## src/rtl/state_pack_cit__compress_gather.sv

```systemverilog
// -----------------------------------------------------------------------------
// state_pack_cit__compress_gather
//
// Upstream feeder of the 3-bit ciphertext packer. The block takes one 12-bit
// coefficient per cycle, compresses it to KYBER_D bits and gathers 8
// compressed values into a group. It then presents the group, with a
// last-of-polynomial flag, to the 8-coefficient-to-3-byte pack stage.
//
// Double-buffered: seven gather slots plus a separate output register. While
// downstream is ready, a new coefficient is accepted every cycle with no
// bubbles.
//
// Handshakes (both sides): a transfer happens on a rising edge where valid
// and ready are both high. Valid never depends on ready. o_ready depends
// combinationally on i_ready and i_clear. While o_valid is high and i_ready
// is low, o_valid, o_last and all lanes hold stable.
//
// Optional feature macro: STATE_PACK_CIT__COMPRESS_CSUB_EN
//   defined   : inputs in [KYBER_Q, 2*KYBER_Q) are conditionally reduced by
//               KYBER_Q before compression (lazily reduced input)
//   undefined : the raw input value is compressed unchanged
//
// Ports:
//   clk, rst                  clock (rising edge), async active-high reset
//   i_clear                   sync clear: drops partial/output group, counters
//   i_Coeff, i_valid, o_ready coefficient input handshake
//   oPolyCoeffs0..7           compressed group, lane k = k-th accepted coeff
//   o_valid, i_ready          group output handshake
//   o_last                    group is the final one of the polynomial
// -----------------------------------------------------------------------------
module state_pack_cit__compress_gather #(
  parameter int KYBER_N       = 256,
  parameter int KYBER_Q       = 3329,
  parameter int KYBER_D       = 3,
  parameter int i_Coeff_Width = 12,
  parameter int o_Width       = 8
) (
  input  logic                     clk,
  input  logic                     rst,
  input  logic                     i_clear,
  input  logic [i_Coeff_Width-1:0] i_Coeff,
  input  logic                     i_valid,
  output logic                     o_ready,
  output logic [o_Width-1:0]       oPolyCoeffs0,
  output logic [o_Width-1:0]       oPolyCoeffs1,
  output logic [o_Width-1:0]       oPolyCoeffs2,
  output logic [o_Width-1:0]       oPolyCoeffs3,
  output logic [o_Width-1:0]       oPolyCoeffs4,
  output logic [o_Width-1:0]       oPolyCoeffs5,
  output logic [o_Width-1:0]       oPolyCoeffs6,
  output logic [o_Width-1:0]       oPolyCoeffs7,
  output logic                     o_valid,
  input  logic                     i_ready,
  output logic                     o_last
);

  localparam int NUM_GROUPS = KYBER_N / 8;
  localparam int GCW        = (NUM_GROUPS > 1) ? $clog2(NUM_GROUPS) : 1;
  // Numerator x*2^D + Q/2 needs one bit of headroom above x*2^D.
  localparam int NUM_W      = i_Coeff_Width + KYBER_D + 1;
  // Largest quotient the numerator can reach for any input value.
  localparam int MAX_K      = (((2 ** i_Coeff_Width) - 1) * (2 ** KYBER_D)
                               + KYBER_Q / 2) / KYBER_Q;

  // ---------------------------------------------------------------------------
  // Compression: c = floor((x*2^D + Q/2) / Q) mod 2^D
  // ---------------------------------------------------------------------------
  logic [i_Coeff_Width-1:0] coeffX;

`ifdef STATE_PACK_CIT__COMPRESS_CSUB_EN
  always_comb begin
    coeffX = i_Coeff;
    if (i_Coeff >= i_Coeff_Width'(KYBER_Q)) begin
      coeffX = i_Coeff - i_Coeff_Width'(KYBER_Q);
    end
  end
`else
  assign coeffX = i_Coeff;
`endif

  logic [NUM_W-1:0]   numer;
  logic [KYBER_D-1:0] compVal;

  assign numer = {1'b0, coeffX, {KYBER_D{1'b0}}} + NUM_W'(KYBER_Q / 2);

  // Comparator ladder in place of a divider. Each threshold k*Q that the
  // numerator reaches adds one to the quotient. The count is kept only
  // KYBER_D bits wide, so the "mod 2^D" wrap happens for free.
  always_comb begin
    compVal = '0;
    for (int k = 1; k <= MAX_K; k++) begin
      if (numer >= NUM_W'(k * KYBER_Q)) begin
        compVal = compVal + KYBER_D'(1);
      end
    end
  end

  // ---------------------------------------------------------------------------
  // Gather and output registers
  // ---------------------------------------------------------------------------
  logic [2:0]         fillCnt;
  logic [GCW-1:0]     groupCnt;
  logic [KYBER_D-1:0] gather [0:6];
  logic [o_Width-1:0] lane   [0:7];

  logic outFree;
  logic accept;
  logic loadGroup;
  logic drain;
  logic lastGroup;

  assign outFree   = !o_valid | i_ready;
  // Stall only when the 8th coefficient would have to load into an output
  // register that is still held by downstream.
  assign o_ready   = !i_clear & ((fillCnt != 3'd7) | outFree);
  assign accept    = i_valid & o_ready;
  assign loadGroup = accept & (fillCnt == 3'd7);
  assign drain     = o_valid & i_ready;
  assign lastGroup = (groupCnt == GCW'(NUM_GROUPS - 1));

  always_ff @(posedge clk or posedge rst) begin
    if (rst) begin
      fillCnt  <= '0;
      groupCnt <= '0;
      o_valid  <= 1'b0;
      o_last   <= 1'b0;
      for (int k = 0; k < 7; k++) gather[k] <= '0;
      for (int k = 0; k < 8; k++) lane[k]   <= '0;
    end else if (i_clear) begin
      // Data registers may keep stale values; only control state is dropped.
      fillCnt  <= '0;
      groupCnt <= '0;
      o_valid  <= 1'b0;
      o_last   <= 1'b0;
    end else begin
      if (accept) begin
        fillCnt <= fillCnt + 3'd1;  // 7 wraps back to 0
        if (fillCnt != 3'd7) begin
          gather[fillCnt] <= compVal;
        end
      end
      if (loadGroup) begin
        // A load takes precedence over a drain. When both happen in the same
        // cycle, the old group leaves and the new one arrives with o_valid
        // staying high.
        for (int k = 0; k < 7; k++) lane[k] <= o_Width'(gather[k]);
        lane[7]  <= o_Width'(compVal);
        o_valid  <= 1'b1;
        o_last   <= lastGroup;
        groupCnt <= lastGroup ? '0 : groupCnt + GCW'(1);
      end else if (drain) begin
        o_valid <= 1'b0;
        o_last  <= 1'b0;
      end
    end
  end

  assign oPolyCoeffs0 = lane[0];
  assign oPolyCoeffs1 = lane[1];
  assign oPolyCoeffs2 = lane[2];
  assign oPolyCoeffs3 = lane[3];
  assign oPolyCoeffs4 = lane[4];
  assign oPolyCoeffs5 = lane[5];
  assign oPolyCoeffs6 = lane[6];
  assign oPolyCoeffs7 = lane[7];

endmodule

```

## config.mk

```make
export PLATFORM = sky130hd
export DESIGN_NAME = state_pack_cit__compress_gather
export DESIGN_NICKNAME = d
export VERILOG_FILES = /design/src/rtl/state_pack_cit__compress_gather.sv
export SDC_FILE = /design/constraint.sdc
export NUM_CORES = 1
export LEC_CHECK = 0
export CORE_ASPECT_RATIO = 0.7
export CORE_UTILIZATION = 51
export CTS_CLUSTER_DIAMETER = 200
export CTS_CLUSTER_SIZE = 40
export DETAILED_ROUTE_END_ITERATION = 10
export GPL_ROUTABILITY_DRIVEN = 0
export PLACE_DENSITY = 0.81
export RECOVER_POWER = 25
export SYNTH_ARGS = -nofsm -noshare
export SYNTH_HDL_FRONTEND = slang
export SYNTH_SLANG_ARGS = --single-unit
export TNS_END_PERCENT = 100
```

## constraint.sdc

```tcl
create_clock -name clk -period 6.3 [get_ports clk]
set_clock_uncertainty 0.05 [all_clocks]
set_input_delay 0.63 -clock clk [delete_from_list [all_inputs] [get_ports clk]]
set_output_delay 0.63 -clock clk [all_outputs]
set_load 0.03 [all_outputs]
```

== After elaboration in Yosys (flattened, before gate mapping) ==
Cells that the tools add are included.
Cells by class
  reduce and logical (&&, ||, !) cells: 8
  eq/ne operators: 3
  $add $sub $neg: 12
  bitwise operators: 8
  mux-type cells: 23
  order comparisons: 12
Operators by type and width (number)
  $ge 16x15->1 const B: 5
  $mux 3: 12
  $ge 16x14->1 const B: 2
  $add 3x1->3 const B: 10
  $bwmux 21: 1
  $add 15x11->16 const B: 1
  $ge 16x12->1 const B: 1
  $ge 16x13->1 const B: 1
  $ge 16x16->1 const B: 1
  $mux 5: 3
  $demux 3 s3: 1
  $mux 1: 6
  $add 5x1->5 const B: 1
  $eq 5x5->1 const B: 1
  $and 1x1->1: 4
  $ge 4x4->1 const B: 1
  $lt 4x1->1 const B: 1
  $not 3->4: 1
  $reduce_bool 2->1: 2
  $eq 3x3->1 const B: 1
  $ne 3x3->1 const B: 1
  $reduce_and 3->1: 1
  $reduce_bool 3->1: 1
  $logic_not 1->1: 2
  4 further kinds: 5
Storage, ports and cells
  register bits after elaboration: 55
  word-level logic and storage cells: 85
  output and inout port bits: 67
  input port bits: 17

== Depth between registers and ports, before layout ==
Gate-level depths: netlist of the first run.
  depth after elaboration: 22
  gate-level depth with buffers: 34
  mapped depth without buffers: 32

== Worst setup path after synthesis of the first run ==
No wires, ideal clock.
  path type: input to register
  start point: input port i_Coeff[4]
  end point: register gather[14] (netlist bit)
  stages: 33
  required time: 6.108 ns
  library setup time: 0.142 ns
  path buffers: 3
  path slack: -0.951 ns
  arrival time: 7.059 ns
  cell sequence: ha_1 buf_2 or3_4 buf_6 o31a_1 a21oi_1 nand2_1 a211oi_1 ha_1 buf_2 xnor2_1 ha_1 inv_1 o21ai_0 ha_1 nor2b_1 o21ai_0 and3_1 ha_1 xor2_1 o221a_4 inv_1 ha_1 nor2_1 a21oi_1 ha_1 inv_1 nor2_1 xor2_1 xnor2_1 xnor3_1 xnor2_1 o21ai_0
On the way
  cells in the longest elaborated chain, start to end: 22
  elaborated cells between the ends (all ways): 31
  those cells by class: 10 x add/sub; 10 x order compare; 11 x mux
Ends and longest elaborated chain
  start, declared: line 41  | input logic [i_Coeff_Width-1:0] i_Coeff,
  $add 15x11->16 (*): line 84  | assign numer = {1'b0, coeffX, {KYBER_D{1'b0}}} + NUM_W'(KYBER_Q / 2);
  $ge 16x12->1: line 92  | if (numer >= NUM_W'(k * KYBER_Q)) begin
  $mux 1: line 92
  $add 3x1->3: line 93  | compVal = compVal + KYBER_D'(1);
  $mux 3: line 92
  $add 3x1->3: line 93
  $mux 3: line 92
  $add 3x1->3: line 93
  (+6 left out)
  $mux 3: line 92
  $add 3x1->3: line 93
  $mux 3: line 92
  $add 3x1->3: line 93
  $mux 3: line 92
  $add 3x1->3: line 93
  $mux 3 (*): line 92
  $bwmux 21 (*): line 139  | gather[fillCnt] <= compVal;
  end signal, assigned by index: line 139
  end, declared: line 103  | logic [KYBER_D-1:0] gather [0:6];
Every way passes the cells marked *; elsewhere a longest branch is shown, timed or not.
A chain may end at the register's enable or synchronous reset.

== Worst setup path in the final report of the first run ==
  start point: input port i_Coeff[4]
  end point: register gather[20] (netlist bit)
The elaborated chain is that of the path after synthesis.

==> impl_metrics.yaml, run 1 <==
setup_path:
  worstReg2RegStart: "fillCnt[1]$_DFFE_PP0P_"
  worstPathArrival_ns: 6.21
  cp-startpoint: "i_Coeff[4]"
  endpoint_kind: "register"
  crit_required_ns: 6.43
  worst_path_max_delay_cell: "ha_1"
  worstSetupPathType: "primary input to register"
  rr_worst_depth: 7
  slowest_delay_ns: 0.35
  worst-path-max-fanout: 8
  startpoint_type: "primary input"
  crit_top_cell: "inv_2"
yosys:
  syn_area_per_cell_sq_um: 9.84
  synth-seq-cells: 55
  synth_cell_type_count: 66
  yosysWarnings: 0
  async_flop_share_pct: 100
  synth_area_sq_mm: 0.00375
  synthFlopType: "dfrtp_1"
  syn_inst: 381
  yosysSeqAreaShare_pct: 36.7
  synth_edf_count: 0
cells_and_area:
  diodes: 0
  filler_cell_count: 526
  final_common_cell: "dfrtp_1"
  layout_common_cells: "dfrtp_1, nand2_1, buf_4"
  area_delta_synth_final_pct: 26.5
  nets: 501
  final_layout_size_suffix_gt1_share_pct: 28.4
  design_area_sq_mm: 0.00474
timing:
  setup_viol: 0
  maxSlewViolCount: 56
  finalWorstPathRequiredPeriod_ns: 6.09
  worst_slew_pin_slew_ns: 2.00
  hold_viol: 0
  setup_ws_ns: 0.214
  slew_headroom_pct: -33.3
  fin_crit_sh_pct: 96.6
  max_freq_mhz: 164
  holdWs_ns: 0.438
grt:
  grt.overflow.total: 0
  grt_pass1_wl_mm: 12.6
  grt_max_degree: 56
  track_usage_pct: 20.4
  antenna_found_initial: 0
  grt_pass1_vias: 2676
clock_network:
  cts_buffers: 5
  cts_tree: "yes"
  clkSlewWorstSetupHoldPaths_ns: 0.09
  insertion_delay_ns: 0.30
  h-tree-depth: 2
  max-clock-path-buffers: 2
  cts.sink_count: 55
  hold_buffers: 0
  cts_root_buf: "clkbuf_8"
drt:
  ant_nets: 0
  wl_per_cell_um: 13.7
  drtIter0Drc: 127
  vias: 2957
  dr.pass1.iters: 4
  viasPerCell: 5.25
  finalWirelength_mm: 7.74
  drc: 0
place:
  place_hpwl_mm: 5.89
  portBuffers: 43
  postPlaceCellArea_sq_mm: 0.00451
  place_ws_ns: -0.414
pwr:
  power_uw: 1090
  vdd_drop_max_mv: 0.135
  powerDensity_mw_per_mm2: 229
  leakage_uw: 0.00226
floorplanning:
  boundaryPins: 84
  dieWidth_um: 104
  die-area_sq_mm: 0.00770
  rows: 25
  start_util_pct: 54.2
  die_y_um: 73.7
  fp.coreArea_sq_mm: 0.00691
run:
  maxCapViolations: 1
worst_hold_path:
  hp-class: "register to register"
  min_from: "gather[5]$_DFFE_PP0P_"
  min_path_cells: 2
run_status:
  violations: "capacitance limit, slew limit"
  status: "finished, violations left"
kinds of logic (layout without fill, tap and decap cells):
kind of cell,Yosys count,after routing,synth area share [%]
and+or+nand+nor,110,110,14.2
AOI/OAI and AO/OA,77,77,15.3
buffers and inverters,66,115,11.1
DFF,55,55,36.7
muxes,31,31,9.24
xor gates and xnor gates,25,25,8.01
adders and majority gates,16,16,5.34
other,1,40,0.100
through the flow:
step / cells / util (%) / setup TNS, ns
6_report: 563 / 68.6 / 0
5_1_grt: 563 / 68.6 / -0.519
4_1_cts: 557 / 66.6 / 0
3_5_place_dp: 549 / 65.2 / -3.09
3_3_place_gp: 549 / 65.2 / -1.67
2_1_floorplan: 420 / - / -0.596
path summary, 6_finish.rpt:
check	endpoint	slack (ns)
worst min-delay path	gather[5]$_DFFE_PP0P_	0.44
worst max-delay path	gather[20]$_DFFE_PP0P_	0.21
min in group asynchronous	oPolyCoeffs5[0]$_DFFE_PP0P_	1.38
worst min register to register	gather[5]$_DFFE_PP0P_	0.44
max in group asynchronous	gather[20]$_DFFE_PP0P_	3.68
worst max register to register	gather[10]$_DFFE_PP0P_	3.60
cell usage after synthesis (2+ instances only):
cell type / count / area share (%)
inv_1: 14 / 1.4
nand3b_1: 3 / 0.60
ha_1: 16 / 5.3
o21ai_0: 18 / 2.4
and3_1: 3 / 0.50
o21ai_1: 13 / 1.7
xnor2_4: 2 / 1.5
nand3_1: 8 / 1.1
mux2i_1: 2 / 0.53
and2_1: 3 / 0.50
nor2_1: 18 / 1.8
clkbuf_1: 5 / 0.50
nand2_1: 48 / 4.8
xnor2_2: 3 / 1.3
nor3_1: 7 / 0.93
nor2b_1: 6 / 1.0
buf_4: 41 / 8.2
nor3b_1: 2 / 0.40
buf_2: 5 / 0.67
o211ai_1: 2 / 0.40
mux2_2: 21 / 6.3
a21oi_1: 11 / 1.5
a311oi_1: 2 / 0.47
a21o_1: 2 / 0.40
dfrtp_1: 55 / 37
a31o_2: 3 / 0.70
xnor2_1: 9 / 2.1
a31oi_1: 4 / 0.67
xor2_1: 9 / 2.1
nor4_1: 2 / 0.33
a211oi_1: 2 / 0.40
mux2_1: 8 / 2.4
final cells by class:
| type | count | area, sq um | area share (%) |
|---|---|---|---|
| clock buffers | 6 | 72.6 | 1.53 |
| clock inverters | 2 | 17.5 | 0.369 |
| inverters | 14 | 55.1 | 1.16 |
| multi-input cells | 299 | 2290 | 48.2 |
| flip-flops and latches | 55 | 1380 | 29.0 |
| well taps | 94 | 118 | 2.48 |
| repair buffers | 93 | 817 | 17.2 |
worst max-delay path, delay by kind of cell:
family,cells,cell delay [ns]
multiplexers,1,0.07
AND/OR/NAND/NOR,6,0.87
buffers and inverters,6,0.41
adder cells (fa/ha/maj),7,1.69
AO/OA/AOI/OAI,8,1.42
XOR/XNOR,5,1.11
flip-flops by register name, summed over array words and instances (netlist names):
| name | cells |
|---|---|
| gather | 21 |
| groupCnt | 5 |
| fillCnt | 3 |
| oPolyCoeffs0 | 3 |
| oPolyCoeffs1 | 3 |
| oPolyCoeffs2 | 3 |
| oPolyCoeffs3 | 3 |
| oPolyCoeffs4 | 3 |
| oPolyCoeffs5 | 3 |
| oPolyCoeffs6 | 3 |
| oPolyCoeffs7 | 3 |
| o_last | 1 |
| o_valid | 1 |
power breakdown:
group | internal, uW | switching [uW]
combinational | 215 | 261
clock | 80.1 | 111
sequential | 393 | 25.0
what timing repair did:
action                                  CTS  global route
setup buffers                             0             6
gates resized for setup                   5            36
endpoints found under the setup margin    8             8
pin swaps                                 3            24
per-layer routing:
layer  up-vias  global-route usage (%)  part of all wire [%]
met5         -                       0                     0
met4         0                    3.97                  0.98
met3        10                    4.08                   4.7
met2        81                    34.1                    47
met1      1430                    27.9                    47
li1       1436                       -                     -
Note: power is estimated with default switching activity, not from simulation.
==> run 2: changes to the inputs <==
==> constraint.sdc (replaced) <==
create_clock -name clk -period 7.2 [get_ports clk]
set_clock_uncertainty 0.05 [all_clocks]
set_input_delay 0.72 -clock clk [delete_from_list [all_inputs] [get_ports clk]]
set_output_delay 0.72 -clock clk [all_outputs]
set_load 0.03 [all_outputs]
==> run 2 against run 1 <==
  * The flow still finishes with violations (capacitance limit, slew limit)
  * First-iteration DRC count increased by 35%
  * Total power down 18%
  * Sequential power down 12%
  * Global-route usage down 0.50 points
  * Clock power decreased by 11%
  * Via count fell by 3.4%
  * Design area is 8.4% lower
  * Critical path depth stayed put
  * Routed wire length shrank 1.4%
  * Sequential share of layout area up 2.6 points
  * Highest routed layer unchanged
==> impl_metrics.yaml, run 2 (same netlist as run 1, synthesis figures left out) <==
timing:
  fin_crit_sh_pct: 96.3
  setup_viol: 0
  finalWorstPathRequiredPeriod_ns: 6.93
  max_freq_mhz: 144
  hold_viol: 0
  slew_headroom_pct: -31.5
  finalSetupTns_ns: 0
  worst_slew_pin_slew_ns: 1.97
  maxSlewViolCount: 56
clock_network:
  max-clock-path-buffers: 2
  insertion_delay_ns: 0.30
  cts_buffers: 5
  cts.sink_count: 55
  cts_root_buf: "clkbuf_8"
  cts_tree: "yes"
  h-tree-depth: 2
  clkSlewWorstSetupHoldPaths_ns: 0.10
grt:
  grt_max_degree: 56
  grt.overflow.total: 0
  grt_pass1_vias: 2533
  antenna_found_initial: 0
  track_usage_pct: 19.9
  grt_pass1_wl_mm: 12.1
floorplanning:
  dieWidth_um: 104
  die-area_sq_mm: 0.00770
  boundaryPins: 84
  die_y_um: 73.7
  start_util_pct: 54.2
  fp.coreArea_sq_mm: 0.00691
  rows: 25
cells_and_area:
  layout_common_cells: "dfrtp_1, nand2_1, clkdlybuf4s50_1"
  final_layout_size_suffix_gt1_share_pct: 16.5
  final_cells: 531
  largestRegisters: "gather: 21 flops, groupCnt: 5 flops"
  diodes: 0
  largest_register: "gather"
  largest_reg_flops: 21
  finish.utilization_pct: 62.9
  final_common_cell: "dfrtp_1"
  nets: 469
  area_delta_synth_final_pct: 15.9
setup_path:
  worstSetupPathType: "primary input to register"
  slowest_delay_ns: 0.46
  crit_required_ns: 7.34
  endpoint_kind: "register"
  worstPathArrival_ns: 7.07
  worst_path_max_delay_cell: "clkdlybuf4s50_1"
  crit_top_cell: "ha_1"
  startpoint_type: "primary input"
  worst-path-max-fanout: 8
drt:
  vias: 2857
  drtIter0Drc: 172
  viasPerCell: 5.38
  finalWirelength_mm: 7.63
  ant_nets: 0
  drc: 0
  dr.pass1.iters: 4
  wl_per_cell_um: 14.4
place:
  dp.cells: 521
  place_hpwl_mm: 5.92
  portBuffers: 43
pwr:
  vdd_drop_max_mv: 0.113
  leakage_uw: 0.00203
  powerDensity_mw_per_mm2: 205
  power_uw: 889
run_status:
  violations: "capacitance limit, slew limit"
  status: "finished, violations left"
worst_hold_path:
  hp-class: "register to register"
run:
  maxCapViolations: 1
[run 2: cell types whose count changed in the layout (fill, tap and decap cells not counted), sizes merged]
cell	before	now
clkinvlp	0	1
clkbuf	8	5
clkdlybuf4s50	33	42
inv	14	15
dlymetal6s2s	6	0
buf	51	18
clkinv	2	1
[run 2: path summary, 6_finish.rpt]
check / startpoint / depth (start not counted) / to / slack, ns
hold / removal: oPolyCoeffs7[0]$_DFFE_PP0P_ / 2 / oPolyCoeffs7[0]$_DFFE_PP0P_ / 0.45
min in group asynchronous: rst / 2 / groupCnt[2]$_DFFE_PP0P_ / 1.45
setup / recovery: i_Coeff[4] / 33 / gather[8]$_DFFE_PP0P_ / 0.27
hold reg to reg: oPolyCoeffs7[0]$_DFFE_PP0P_ / 2 / oPolyCoeffs7[0]$_DFFE_PP0P_ / 0.45
max in group asynchronous: rst / 2 / fillCnt[1]$_DFFE_PP0P_ / 4.51
setup reg to reg: fillCnt[1]$_DFFE_PP0P_ / 7 / gather[1]$_DFFE_PP0P_ / 4.62
[run 2: timing repair]
item | CTS | global route
pin swaps | 1 | 6
resized for setup | 1 | 7
setup buffers | 0 | 2
setup endpoints to repair | 6 | 8
hold buffers | 0 | 0
[run 2: layer usage]
layer | vias to the layer above | wire length (um) | GRT usage [%]
li1 | 1376 | - | -
met1 | 1389 | 3560 | 27.9
met2 | 88 | 3620 | 32.5
met3 | 4 | 422 | 3.99
met4 | 0 | 21 | 3.65
met5 | - | 0 | 0
[run 2: final cells by class]
| type | count | area (sq um) |
|---|---|---|
| multi-input combinational | 299 | 2140 |
| clock inverter | 3 | 23.8 |
| clock buffer | 5 | 68.8 |
| fill | 537 | 2560 |
| sequential | 55 | 1380 |
| inverter | 14 | 52.6 |
| timing repair buffer | 61 | 566 |
| tap | 94 | 118 |
[run 2: critical path, delay by kind of cell]
family	cells	cell delay [ns]
multiplexers	1	0.06
AND/OR/NAND/NOR	6	0.92
AO/OA/AOI/OAI	8	1.38
buffers and inverters	6	0.86
adder cells (fa/ha/maj)	7	1.89
XOR/XNOR	5	1.23
[run 2: report_power, final]
group,internal [uW],switching (uW)
clock network,70.4,99.8
registers,344,22.0
logic,150,203
total,564,325
[run 2: metrics by stage]
stage	cell area, sq um	setup WS [ns]	hold WS, ns
global route	4350	-0.0352	0.472
global placement	4210	0.0176	0.416
CTS	4320	0.0515	0.448
finish	4350	0.266	0.447
detailed placement	4210	-0.341	0.422
floorplan	3910	0.0338	0.396
